### config.mk
export PLATFORM = sky130hd
export DESIGN_NAME = wino_tile_scheduler_flat
export DESIGN_NICKNAME = d
export VERILOG_FILES = /design/src/rtl/wino_tile_scheduler_if.sv /design/src/rtl/wino_tile_scheduler.sv /design/src/flat_wrapper.sv
export SDC_FILE = /design/constraint.sdc
export NUM_CORES = 1
export LEC_CHECK = 0
export BUFFER_PORTS_ARGS = -buffer_cell sky130_fd_sc_hd__buf_2
export CORE_MARGIN = 8
export CORE_UTILIZATION = 52
export CTS_BUF_LIST = sky130_fd_sc_hd__clkbuf_8 sky130_fd_sc_hd__clkbuf_16
export DETAILED_ROUTE_END_ITERATION = 10
export PLACE_DENSITY_LB_ADDON = 0.05
export SYNTH_ARGS = -nofsm -noshare
export SYNTH_HDL_FRONTEND = slang
export SYNTH_SLANG_ARGS = --single-unit
### constraint.sdc
create_clock -name clk -period 3.37 [get_ports clk]
set_clock_uncertainty 0.15 [all_clocks]
set_input_delay 0.674 -clock clk [delete_from_list [all_inputs] [get_ports clk]]
set_output_delay 0.674 -clock clk [all_outputs]
set_load 0.03 [all_outputs]
### src/rtl/wino_tile_scheduler_if.sv
// ---------------------------------------------------------------------------
// wino_tile_scheduler_if
//
// Command bundle between the tile scheduler and the Winograd transform front
// ends. It carries two independent valid/ready channels:
//   weight channel : w_cmd_valid, w_cmd_ready, w_cmd_od, w_cmd_size_type
//   data channel   : d_cmd_valid, d_cmd_ready, d_cmd_x, d_cmd_y
//
// Handshake rule for both channels: a command transfers on a cycle where
// valid && ready. While valid is high and ready is low, the payload is held
// stable. At most one transfer per channel per cycle, and the scheduler never
// raises both valids in the same cycle.
//
// Modports:
//   master : scheduler side (drives valid + payload, samples ready)
//   slave  : Wtrans / Itrans side (drives ready, samples valid + payload)
// ---------------------------------------------------------------------------
interface wino_tile_scheduler_if;
    logic       w_cmd_valid;
    logic       w_cmd_ready;
    logic [7:0] w_cmd_od;
    logic       w_cmd_size_type;
    logic       d_cmd_valid;
    logic       d_cmd_ready;
    logic [8:0] d_cmd_x;
    logic [8:0] d_cmd_y;

    modport master (
        output w_cmd_valid, w_cmd_od, w_cmd_size_type,
        output d_cmd_valid, d_cmd_x, d_cmd_y,
        input  w_cmd_ready, d_cmd_ready
    );

    modport slave (
        input  w_cmd_valid, w_cmd_od, w_cmd_size_type,
        input  d_cmd_valid, d_cmd_x, d_cmd_y,
        output w_cmd_ready, d_cmd_ready
    );
endinterface

### src/rtl/wino_tile_scheduler.sv
// ---------------------------------------------------------------------------
// wino_tile_scheduler
//
// Sequences one convolution layer through the Winograd PE array. For each
// group of up to PE_COLS output channels it issues the weight tiles, then
// every spatial input tile in raster order, then waits DRAIN_CYCLES for the
// systolic pipeline to empty before the next group (or layer completion).
//
// Ports:
//   clk              clock
//   reset            asynchronous, active-high reset
//   start_i          one-cycle layer start, honoured only in IDLE
//   cfg_h_i          input height (rows)
//   cfg_w_i          input width (cols)
//   cfg_od_i         output channel count
//   cfg_size_type_i  0: 1x1 kernel, step 6; 1: 3x3 kernel, step 4
//   cmd_if           weight / data command channels (master side)
//   busy_o           high in every state except IDLE
//   done_o           one-cycle pulse at layer completion
//   state_o          current FSM state, for observation
// All outputs are registered.
// ---------------------------------------------------------------------------
module wino_tile_scheduler #(
    parameter int unsigned PE_COLS      = 4,
    parameter int unsigned DRAIN_CYCLES = 8
) (
    input  logic                          clk,
    input  logic                          reset,
    input  logic                          start_i,
    input  logic [8:0]                    cfg_h_i,
    input  logic [8:0]                    cfg_w_i,
    input  logic [7:0]                    cfg_od_i,
    input  logic                          cfg_size_type_i,
    wino_tile_scheduler_if.master         cmd_if,
    output logic                          busy_o,
    output logic                          done_o,
    output logic [2:0]                    state_o
);

    typedef enum logic [2:0] {
        S_IDLE   = 3'd0,
        S_LOAD_W = 3'd1,
        S_STREAM = 3'd2,
        S_DRAIN  = 3'd3,
        S_DONE   = 3'd4
    } state_t;

    localparam int unsigned CNT_W = (DRAIN_CYCLES > 1) ? $clog2(DRAIN_CYCLES) : 1;
    localparam logic [CNT_W-1:0] CNT_LAST = CNT_W'(DRAIN_CYCLES - 1);

    state_t           state_q;
    logic [8:0]       cfg_h_q;
    logic [8:0]       cfg_w_q;
    logic [7:0]       cfg_od_q;
    logic             cfg_size_q;
    logic [7:0]       g_q;
    logic [7:0]       od_q;
    logic [8:0]       x_q;
    logic [8:0]       y_q;
    logic [CNT_W-1:0] cnt_q;
    logic             w_valid_q;
    logic             d_valid_q;
    logic             busy_q;
    logic             done_q;

    // Index arithmetic is one bit wider than the stored indices so that a
    // sum such as 511 + 6 cannot wrap into a small value and look in range.
    logic [9:0] step;
    logic [9:0] x_sum;
    logic [9:0] y_sum;
    logic [8:0] od_nxt;
    logic [8:0] grp_nxt;
    logic       last_w;
    logic       row_end;
    logic       col_end;
    logic       more_groups;
    logic       w_xfer;
    logic       d_xfer;

    assign step        = cfg_size_q ? 10'd4 : 10'd6;
    assign x_sum       = {1'b0, x_q} + step;
    assign y_sum       = {1'b0, y_q} + step;
    assign od_nxt      = {1'b0, od_q} + 9'd1;
    assign grp_nxt     = {1'b0, g_q} + 9'(PE_COLS);
    // Group ends at min(g + PE_COLS, cfg_od); the final group may be partial.
    assign last_w      = (od_nxt >= grp_nxt) || (od_nxt >= {1'b0, cfg_od_q});
    assign row_end     = x_sum >= {1'b0, cfg_w_q};
    assign col_end     = y_sum >= {1'b0, cfg_h_q};
    assign more_groups = grp_nxt < {1'b0, cfg_od_q};
    assign w_xfer      = w_valid_q && cmd_if.w_cmd_ready;
    assign d_xfer      = d_valid_q && cmd_if.d_cmd_ready;

    always_ff @(posedge clk or posedge reset) begin
        if (reset) begin
            state_q    <= S_IDLE;
            cfg_h_q    <= '0;
            cfg_w_q    <= '0;
            cfg_od_q   <= '0;
            cfg_size_q <= 1'b0;
            g_q        <= '0;
            od_q       <= '0;
            x_q        <= '0;
            y_q        <= '0;
            cnt_q      <= '0;
            w_valid_q  <= 1'b0;
            d_valid_q  <= 1'b0;
            busy_q     <= 1'b0;
            done_q     <= 1'b0;
        end else begin
            case (state_q)
                S_IDLE: begin
                    if (start_i) begin
                        cfg_h_q    <= cfg_h_i;
                        cfg_w_q    <= cfg_w_i;
                        cfg_od_q   <= cfg_od_i;
                        cfg_size_q <= cfg_size_type_i;
                        g_q        <= '0;
                        od_q       <= '0;
                        x_q        <= '0;
                        y_q        <= '0;
                        busy_q     <= 1'b1;
                        if (cfg_h_i == '0 || cfg_w_i == '0 || cfg_od_i == '0) begin
                            // Empty layer: nothing to issue, report completion.
                            state_q <= S_DONE;
                            done_q  <= 1'b1;
                        end else begin
                            state_q   <= S_LOAD_W;
                            w_valid_q <= 1'b1;
                        end
                    end
                end

                S_LOAD_W: begin
                    if (w_xfer) begin
                        if (last_w) begin
                            w_valid_q <= 1'b0;
                            d_valid_q <= 1'b1;
                            state_q   <= S_STREAM;
                        end else begin
                            od_q <= od_nxt[7:0];
                        end
                    end
                end

                S_STREAM: begin
                    if (d_xfer) begin
                        if (row_end) begin
                            x_q <= '0;
                            if (col_end) begin
                                y_q       <= '0;
                                d_valid_q <= 1'b0;
                                cnt_q     <= '0;
                                state_q   <= S_DRAIN;
                            end else begin
                                y_q <= y_sum[8:0];
                            end
                        end else begin
                            x_q <= x_sum[8:0];
                        end
                    end
                end

                S_DRAIN: begin
                    if (cnt_q == CNT_LAST) begin
                        if (more_groups) begin
                            // more_groups implies grp_nxt < 256, so it fits 8 bits.
                            g_q       <= grp_nxt[7:0];
                            od_q      <= grp_nxt[7:0];
                            w_valid_q <= 1'b1;
                            state_q   <= S_LOAD_W;
                        end else begin
                            done_q  <= 1'b1;
                            state_q <= S_DONE;
                        end
                    end else begin
                        cnt_q <= cnt_q + CNT_W'(1);
                    end
                end

                S_DONE: begin
                    done_q  <= 1'b0;
                    busy_q  <= 1'b0;
                    state_q <= S_IDLE;
                end

                default: begin
                    state_q <= S_IDLE;
                end
            endcase
        end
    end

    assign cmd_if.w_cmd_valid     = w_valid_q;
    assign cmd_if.w_cmd_od        = od_q;
    assign cmd_if.w_cmd_size_type = cfg_size_q;
    assign cmd_if.d_cmd_valid     = d_valid_q;
    assign cmd_if.d_cmd_x         = x_q;
    assign cmd_if.d_cmd_y         = y_q;
    assign busy_o                 = busy_q;
    assign done_o                 = done_q;
    assign state_o                = state_q;

endmodule

### src/flat_wrapper.sv
// flat-port wrapper written by rule: the top's interface ports become plain ports
module wino_tile_scheduler_flat 
#(
    parameter int unsigned PE_COLS      = 4,
    parameter int unsigned DRAIN_CYCLES = 8
)
  (clk, reset, start_i, cfg_h_i, cfg_w_i, cfg_od_i, cfg_size_type_i, busy_o, done_o, state_o, cmd_if_w_cmd_valid, cmd_if_w_cmd_od, cmd_if_w_cmd_size_type, cmd_if_d_cmd_valid, cmd_if_d_cmd_x, cmd_if_d_cmd_y, cmd_if_w_cmd_ready, cmd_if_d_cmd_ready);
  wino_tile_scheduler_if cmd_if_i ();
  input  logic clk;
  input  logic reset;
  input  logic start_i;
  input  logic [8:0] cfg_h_i;
  input  logic [8:0] cfg_w_i;
  input  logic [7:0] cfg_od_i;
  input  logic cfg_size_type_i;
  output logic busy_o;
  output logic done_o;
  output logic [2:0] state_o;
  output wire logic [$bits(cmd_if_i.w_cmd_valid)-1:0] cmd_if_w_cmd_valid;
  output wire logic [$bits(cmd_if_i.w_cmd_od)-1:0] cmd_if_w_cmd_od;
  output wire logic [$bits(cmd_if_i.w_cmd_size_type)-1:0] cmd_if_w_cmd_size_type;
  output wire logic [$bits(cmd_if_i.d_cmd_valid)-1:0] cmd_if_d_cmd_valid;
  output wire logic [$bits(cmd_if_i.d_cmd_x)-1:0] cmd_if_d_cmd_x;
  output wire logic [$bits(cmd_if_i.d_cmd_y)-1:0] cmd_if_d_cmd_y;
  input wire logic [$bits(cmd_if_i.w_cmd_ready)-1:0] cmd_if_w_cmd_ready;
  input wire logic [$bits(cmd_if_i.d_cmd_ready)-1:0] cmd_if_d_cmd_ready;
  assign cmd_if_w_cmd_valid = cmd_if_i.w_cmd_valid;
  assign cmd_if_w_cmd_od = cmd_if_i.w_cmd_od;
  assign cmd_if_w_cmd_size_type = cmd_if_i.w_cmd_size_type;
  assign cmd_if_d_cmd_valid = cmd_if_i.d_cmd_valid;
  assign cmd_if_d_cmd_x = cmd_if_i.d_cmd_x;
  assign cmd_if_d_cmd_y = cmd_if_i.d_cmd_y;
  assign cmd_if_i.w_cmd_ready = cmd_if_w_cmd_ready;
  assign cmd_if_i.d_cmd_ready = cmd_if_d_cmd_ready;
  wino_tile_scheduler #(.PE_COLS(PE_COLS), .DRAIN_CYCLES(DRAIN_CYCLES)) u_core (.clk(clk), .reset(reset), .start_i(start_i), .cfg_h_i(cfg_h_i), .cfg_w_i(cfg_w_i), .cfg_od_i(cfg_od_i), .cfg_size_type_i(cfg_size_type_i), .cmd_if(cmd_if_i), .busy_o(busy_o), .done_o(done_o), .state_o(state_o));
endmodule
After elaboration in Yosys (flattened, before gate mapping)
Cells that the tools add are included.
{ "totals": {"register_bits": 71, "latchBits": 0, "mem_bits_rw": 0, "mem_bits_ro": 0, "inputBits": 32, "out_inout_bits": 34, "word_cells": 120, "mem_count": 0} }
{ "classes": {"add_sub_neg": 5, "n_mul": 0, "div": 0, "order_cmp": 5, "eq_ne": 18, "shift": 0, "mux": 51, "bitwise_logic": 0, "reduce_logical": 27} }
{ "ops": {"columns": ["op", "count"], "rows": [
  ["9-bit 2-to-1 mux", 6],
  ["8-bit 2-to-1 mux", 5],
  ["3-bit 2-to-1 mux", 13],
  ["9-bit one-hot mux with 2 select lines", 2],
  ["8-bit one-hot mux with 3 select lines", 1],
  ["9-bit by 10-bit adder with 10-bit output", 2],
  ["10-bit by 9-bit greater-or-equal comparator with 1-bit output", 2],
  ["9-bit zero test", 2],
  ["1-bit 2-to-1 mux", 16],
  ["2-bit by 1-bit != test with 1-bit output (second input constant)", 8],
  ["8-bit one-hot mux with 2 select lines", 1],
  ["7-bit AND reduction", 2],
  ["3-bit one-hot mux with 4 select lines", 1],
  ["6-bit AND reduction", 2],
  ["2-bit != test (second input constant)", 5],
  ["5-bit AND reduction", 2],
  ["2-bit nonzero test", 5],
  ["8-bit by 1-bit adder with 9-bit output (second input constant)", 1],
  ["8-bit by 3-bit adder with 9-bit output (second input constant)", 1],
  ["9-bit by 8-bit greater-or-equal comparator with 1-bit output", 1],
  ["9-bit greater-or-equal comparator", 1],
  ["9-bit by 8-bit less-than comparator with 1-bit output", 1],
  ["8-bit zero test", 1],
  ["4-bit AND reduction", 2],
  ["other kinds (14)", 23]
]} }

Longest topological paths before layout
{ "logic_depth": {"depth_word": 7, "depth_mapped": 16, "ltp_nobuf": 15} }

Worst setup path after synthesis
Ideal clock, no wire load.
{ "synth_path": {"kind": "flip-flop to flip-flop", "start": "register u_core.cfg_size_q (netlist: u_core.cmd_if.w_cmd_size_type)", "end": "register u_core.y_q[6] (netlist: u_core.cmd_if.d_cmd_y[6])", "setup_time_ns": 0.104, "arrival_ns": 3.105, "t_required_ns": 3.116, "slack_ns": 0.012, "stages_incl_launch_ff": 16, "synth_period_minus_slack_ns": 3.358, "cell_sequence": "dfrtp_1 inv_1 ha_1 inv_1 ha_1 nor2_1 and3_1 xor2_1 ha_1 a211o_1 a21oi_1 a31oi_1 a311o_1 buf_2 or2_4 o41ai_2"} }
{ "synth_between": {"elab_chain_len": 7, "elab_cells_between_ends": 11, "cone_classes": "add/sub: 2; order compare: 2; eq/ne: 1; mux: 5; reduce/logical: 1"} }
{ "synth_rtl": {"columns": ["item", "line_no", "rtl"], "rows": [
  ["from (decl)", "wino_tile_scheduler.sv:55", "logic cfg_size_q;"],
  ["from (signal assigned)", "wino_tile_scheduler.sv:116", "cfg_size_q <= cfg_size_type_i;"],
  ["2-bit 2-to-1 mux (*)", "wino_tile_scheduler.sv:80", "assign step = cfg_size_q ? 10'd4 : 10'd6;"],
  ["9-bit by 10-bit adder with 10-bit output", "wino_tile_scheduler.sv:82", "assign y_sum = {1'b0, y_q} + step;"],
  ["10-bit by 9-bit greater-or-equal comparator with 1-bit output", "wino_tile_scheduler.sv:88", "assign col_end = y_sum >= {1'b0, cfg_h_q};"],
  ["9-bit 2-to-1 mux", "wino_tile_scheduler.sv:149", "if (col_end) begin"],
  ["9-bit 2-to-1 mux", "wino_tile_scheduler.sv:147", "if (row_end) begin"],
  ["9-bit 2-to-1 mux", "wino_tile_scheduler.sv:146", "if (d_xfer) begin"],
  ["9-bit one-hot mux with 2 select lines", "wino_tile_scheduler.sv:110", "case (state_q)"],
  ["to (signal assigned)", "wino_tile_scheduler.sv:155", "y_q <= y_sum[8:0];"],
  ["to (decl)", "wino_tile_scheduler.sv:59", "logic [8:0] y_q;"]
]} }
Every way passes the cells marked *; elsewhere a longest branch is shown, timed or not. The select of a mux whose other input is x is not followed.
A chain may end at the register's enable or synchronous reset.

Worst setup path in the final report
{ "layout_path": {"start": "register u_core.cfg_size_q (netlist: u_core.cmd_if.w_cmd_size_type)", "end": "register u_core.cnt_q[0]"} }
{ "layout_between": {"elab_chain_len": 5, "elab_cells_between_ends": 8, "cone_classes": "add/sub: 2; order compare: 2; eq/ne: 2; mux: 1; reduce/logical: 1"} }
{ "layout_rtl": {"columns": ["item", "line_no", "rtl"], "rows": [
  ["2-bit 2-to-1 mux (*)", "wino_tile_scheduler.sv:80", null],
  ["9-bit by 10-bit adder with 10-bit output, on equally long branches", "wino_tile_scheduler.sv:81, wino_tile_scheduler.sv:82", null],
  ["10-bit by 9-bit greater-or-equal comparator with 1-bit output, on equally long branches", "wino_tile_scheduler.sv:87, wino_tile_scheduler.sv:88", null],
  ["2-bit by 1-bit != test with 1-bit output (no source line)", null, null],
  ["5-bit AND reduction (no source line) (*)", null, null],
  ["to (signal assigned)", "wino_tile_scheduler.sv:176", "cnt_q <= cnt_q + CNT_W'(1);"],
  ["to (decl)", "wino_tile_scheduler.sv:60", "logic [CNT_W-1:0] cnt_q;"]
]} }
Every way passes the cells marked *; elsewhere a longest branch is shown, timed or not.

==> results_dict.tcl <==
set metrics [dict create \
    wl_met2_um 5405 \
    antennaDiodeCount 0 \
    clock_sinks 67 \
    globalRoute.totalOverflow 0 \
    clkTransAtPathRegs_ps 70 \
    worst_slack_ps 48.80 \
    status "completed" \
    finalCritPeriodShare 0.9855 \
    yosysSeqAreaShare 0.3866 \
    relSlewSlack 0.4477 \
    ys_async_sr_fraction 1.000 \
    required_ps 3440 \
    root_buffer "clkbuf_8" \
    netlist_area_um2 4337 \
    crit_arrival_ps 3390 \
    grt_pass1_wl_um 17730 \
    die-width_um 107.3 \
    drtIter0Drc 155 \
    met1_length_um 4634 \
    holdWs_ps 342.1 \
    cts_buffer_depth 2 \
    pre_cts_slack_ps 1.604 \
    num-nets-final 633 \
    ys_types 57 \
    ant_nets 0 \
    vdd_ir_drop_max_mv 0.4049 \
    routed_wl_um 10640 \
    multi_input_area_um2 2489 \
    final_area_um2 5129 \
    first_pass_iters 4 \
    period_needed_ps 3321 \
    fmax_ghz 0.3011 \
    cts_tree "built" \
    ctsHoldBuffers 0 \
    p_leak_nw 2.514 \
    h-tree-depth 3 \
    start_util 0.5331 \
    num_rows 33 \
    dieArea_um2 11520 \
    clk_latency_ps 340 \
    start_kind "register" \
    area_delta_synth_final_pct 18.26 \
    gp_congestion 0.8820 \
    dpl_cell_area_um2 4833 \
    io_buffers 63 \
    max_slew.worst_pin.slew_ps 827.2 \
    ys_ff_latch 67 \
    avgSynthCellArea_um2 9.092 \
    grt_max_degree 53 \
    synthFlopType "dfrtp_1" \
    synth_cells 477 \
    drt-vias-per-instance 5.478 \
    crit_path_end_kind "register" \
    dr_wl_met3_um 455 \
    die_h_um 107.3 \
    grt_pass1_vias 3659 \
    hold_violations 0 \
    maxCapViolations 0 \
    synth-edff-count 0 \
    route.top_layer_used "met4" \
    pin_count 66 \
    setup_viol 0 \
    final_cells 665 \
    yosys_warnings 0 \
    vias 3643 \
    drt-wirelength-per-cell_um 15.99 \
    path_max_fanout 5 \
    regArea_um2 1677 \
    hold_class "register to register" \
    slew_viol_final 0 \
    post-route-drc-count 0 \
    cts_buffers 9 \
    fillCellCount 723 \
    core_area_um2 8134 \
    worstSetupPathType "register to register" \
    dp.cells 646 \
    grt_util_all_layers 0.1908 \
    power.density_nw_per_um2 876.8 \
    antenna_found_initial 0 \
    drive_above_1_share 0.2357 \
    hpwl_um 8255 \
]
[metrics by stage]
| step | power [mW] | utilization | setup TNS, ps |
|---|---|---|---|
| finish | 4.497 | 0.6305 | 0 |
| global route | 4.889 | 0.6305 | -94.93 |
| global placement | 3.639 | 0.5942 | 0 |
| CTS | 4.395 | 0.6187 | 0 |
| detailed placement | 3.711 | 0.5942 | 0 |
| floorplan | 3.056 | - | 0 |
[per-layer routing]
layer / vias up / GRT usage
met5: - / 0
met4: 0 / 0.05829
met3: 10 / 0.04491
met2: 90 / 0.3244
met1: 1712 / 0.2333
li1: 1831 / -
[worst max-delay path, cell delays in order, from the launching register on]
cell and delay [ps]:
dfrtp_1 390, inv_2 100, ha_4 140, inv_1 40, ha_2 170, nor2_2 120
and3_4 220, xor2_2 140, ha_1 260, a211o_1 280, a21oi_2 140, a31oi_2 120
a311o_1 410, and3_4 220, mux2_4 300
[final timing paths]
check / start / depth (start not counted) / to / slack [ps]
min: u_core.done_o / 1 / u_core.done_o / 340
max in group asynchronous: reset / 3 / u_core.cfg_w_q[8] / 2000
max: u_core.cmd_if.w_cmd_size_type / 14 / u_core.cnt_q[0] / 50
min in group asynchronous: reset / 2 / u_core.cfg_od_q[0] / 350
min reg2reg: u_core.done_o / 1 / u_core.done_o / 340
max reg2reg: u_core.cmd_if.w_cmd_size_type / 14 / u_core.cnt_q[0] / 50
[cell usage in the layout, fill, tap and decap left out, types with 4 or more instances in the layout]
cell and count:
dfrtp_1 67, buf_2 63, nand2_1 60, o21ai_0 48, inv_1 46, ha_1 43
nor2_1 29, a21oi_1 22, buf_4 20, nand3_1 16, xnor2_1 12, clkbuf_8 11
xor2_1 7, nand2b_1 6, a32o_1 6, nor3_1 6, and3_1 6, a21o_1 5
o21ai_1 5, mux2_2 5, nor4_1 5, nor2b_1 4, a31oi_1 4
[where the power goes]
| group | internal [mW] | switching (mW) | leakage (nW) | total, mW |
|---|---|---|---|---|
| Sequential | 1.11 | 0.279 | 0.853 | 1.39 |
| Combinational | 1.00 | 1.44 | 1.55 | 2.44 |
| Clock | 0.372 | 0.295 | 0.108 | 0.667 |
| Total | 2.48 | 2.02 | 2.51 | 4.50 |
[state kept, by name (all words and copies together) (netlist names)]
name	flops
u_core.busy_o	1
u_core.cfg_h_q	9
u_core.cfg_od_q	8
u_core.cfg_w_q	9
u_core.cmd_if.d_cmd_valid	1
u_core.cmd_if.d_cmd_x	8
u_core.cmd_if.d_cmd_y	8
u_core.cmd_if.w_cmd_od	8
u_core.cmd_if.w_cmd_size_type	1
u_core.cmd_if.w_cmd_valid	1
u_core.cnt_q	3
u_core.done_o	1
u_core.g_q	6
u_core.state_o	3
[layout make-up]
type / instances / area share
multi-input cells: 349 / 0.4852
inverters: 46 / 0.03367
clock buffers: 11 / 0.02952
well taps: 105 / 0.02562
repair buffers: 83 / 0.09075
clock inverters: 4 / 0.008295
flip-flops and latches: 67 / 0.3269
[logic make-up (layout without fill, tap and decap cells)]
group	Yosys count	count (layout)	share of synthesized area
other	1	2	0.0008647
AOI/OAI and AO/OA	120	120	0.1829
DFF	67	67	0.3866
buffers and inverters	62	144	0.05684
muxes	9	9	0.02337
xor gates and xnor gates	22	22	0.04443
and+or+nand+nor	151	151	0.1751
adders and majority gates	45	45	0.1298
[Yosys cell counts, types with 2 or more instances]
cell | n | area share
xor2_1 | 9 | 0.018
clkbuf_1 | 9 | 0.0078
o21ai_1 | 4 | 0.0046
nor4b_2 | 2 | 0.0069
a32o_1 | 6 | 0.014
a21oi_1 | 23 | 0.027
buf_4 | 2 | 0.0035
a21o_1 | 6 | 0.010
nand2b_1 | 6 | 0.0087
and3_1 | 7 | 0.010
o211ai_1 | 3 | 0.0052
nand3_1 | 16 | 0.018
o21a_1 | 4 | 0.0069
mux2_2 | 5 | 0.013
nor2_1 | 30 | 0.026
o21ai_0 | 49 | 0.057
nor4_1 | 5 | 0.0072
nand2_1 | 60 | 0.052
buf_2 | 5 | 0.0058
nor3_2 | 2 | 0.0046
nor3_1 | 6 | 0.0069
o31ai_1 | 2 | 0.0035
a2111oi_4 | 2 | 0.013
xnor2_1 | 13 | 0.026
nand4_1 | 3 | 0.0043
mux2i_1 | 3 | 0.0069
o221ai_1 | 2 | 0.0040
a31oi_1 | 5 | 0.0072
dfrtp_1 | 67 | 0.39
nor3b_1 | 2 | 0.0035
ha_1 | 45 | 0.13
inv_1 | 46 | 0.040
nor2b_1 | 4 | 0.0058
[what timing repair did]
action                     4_1_cts  5_1_grt
setup buffers                    0        4
setup endpoints to repair        2       18
pin swaps                        0        6
resized for setup                1       16
No activity file was read; power rests on OpenSTA's default activity.
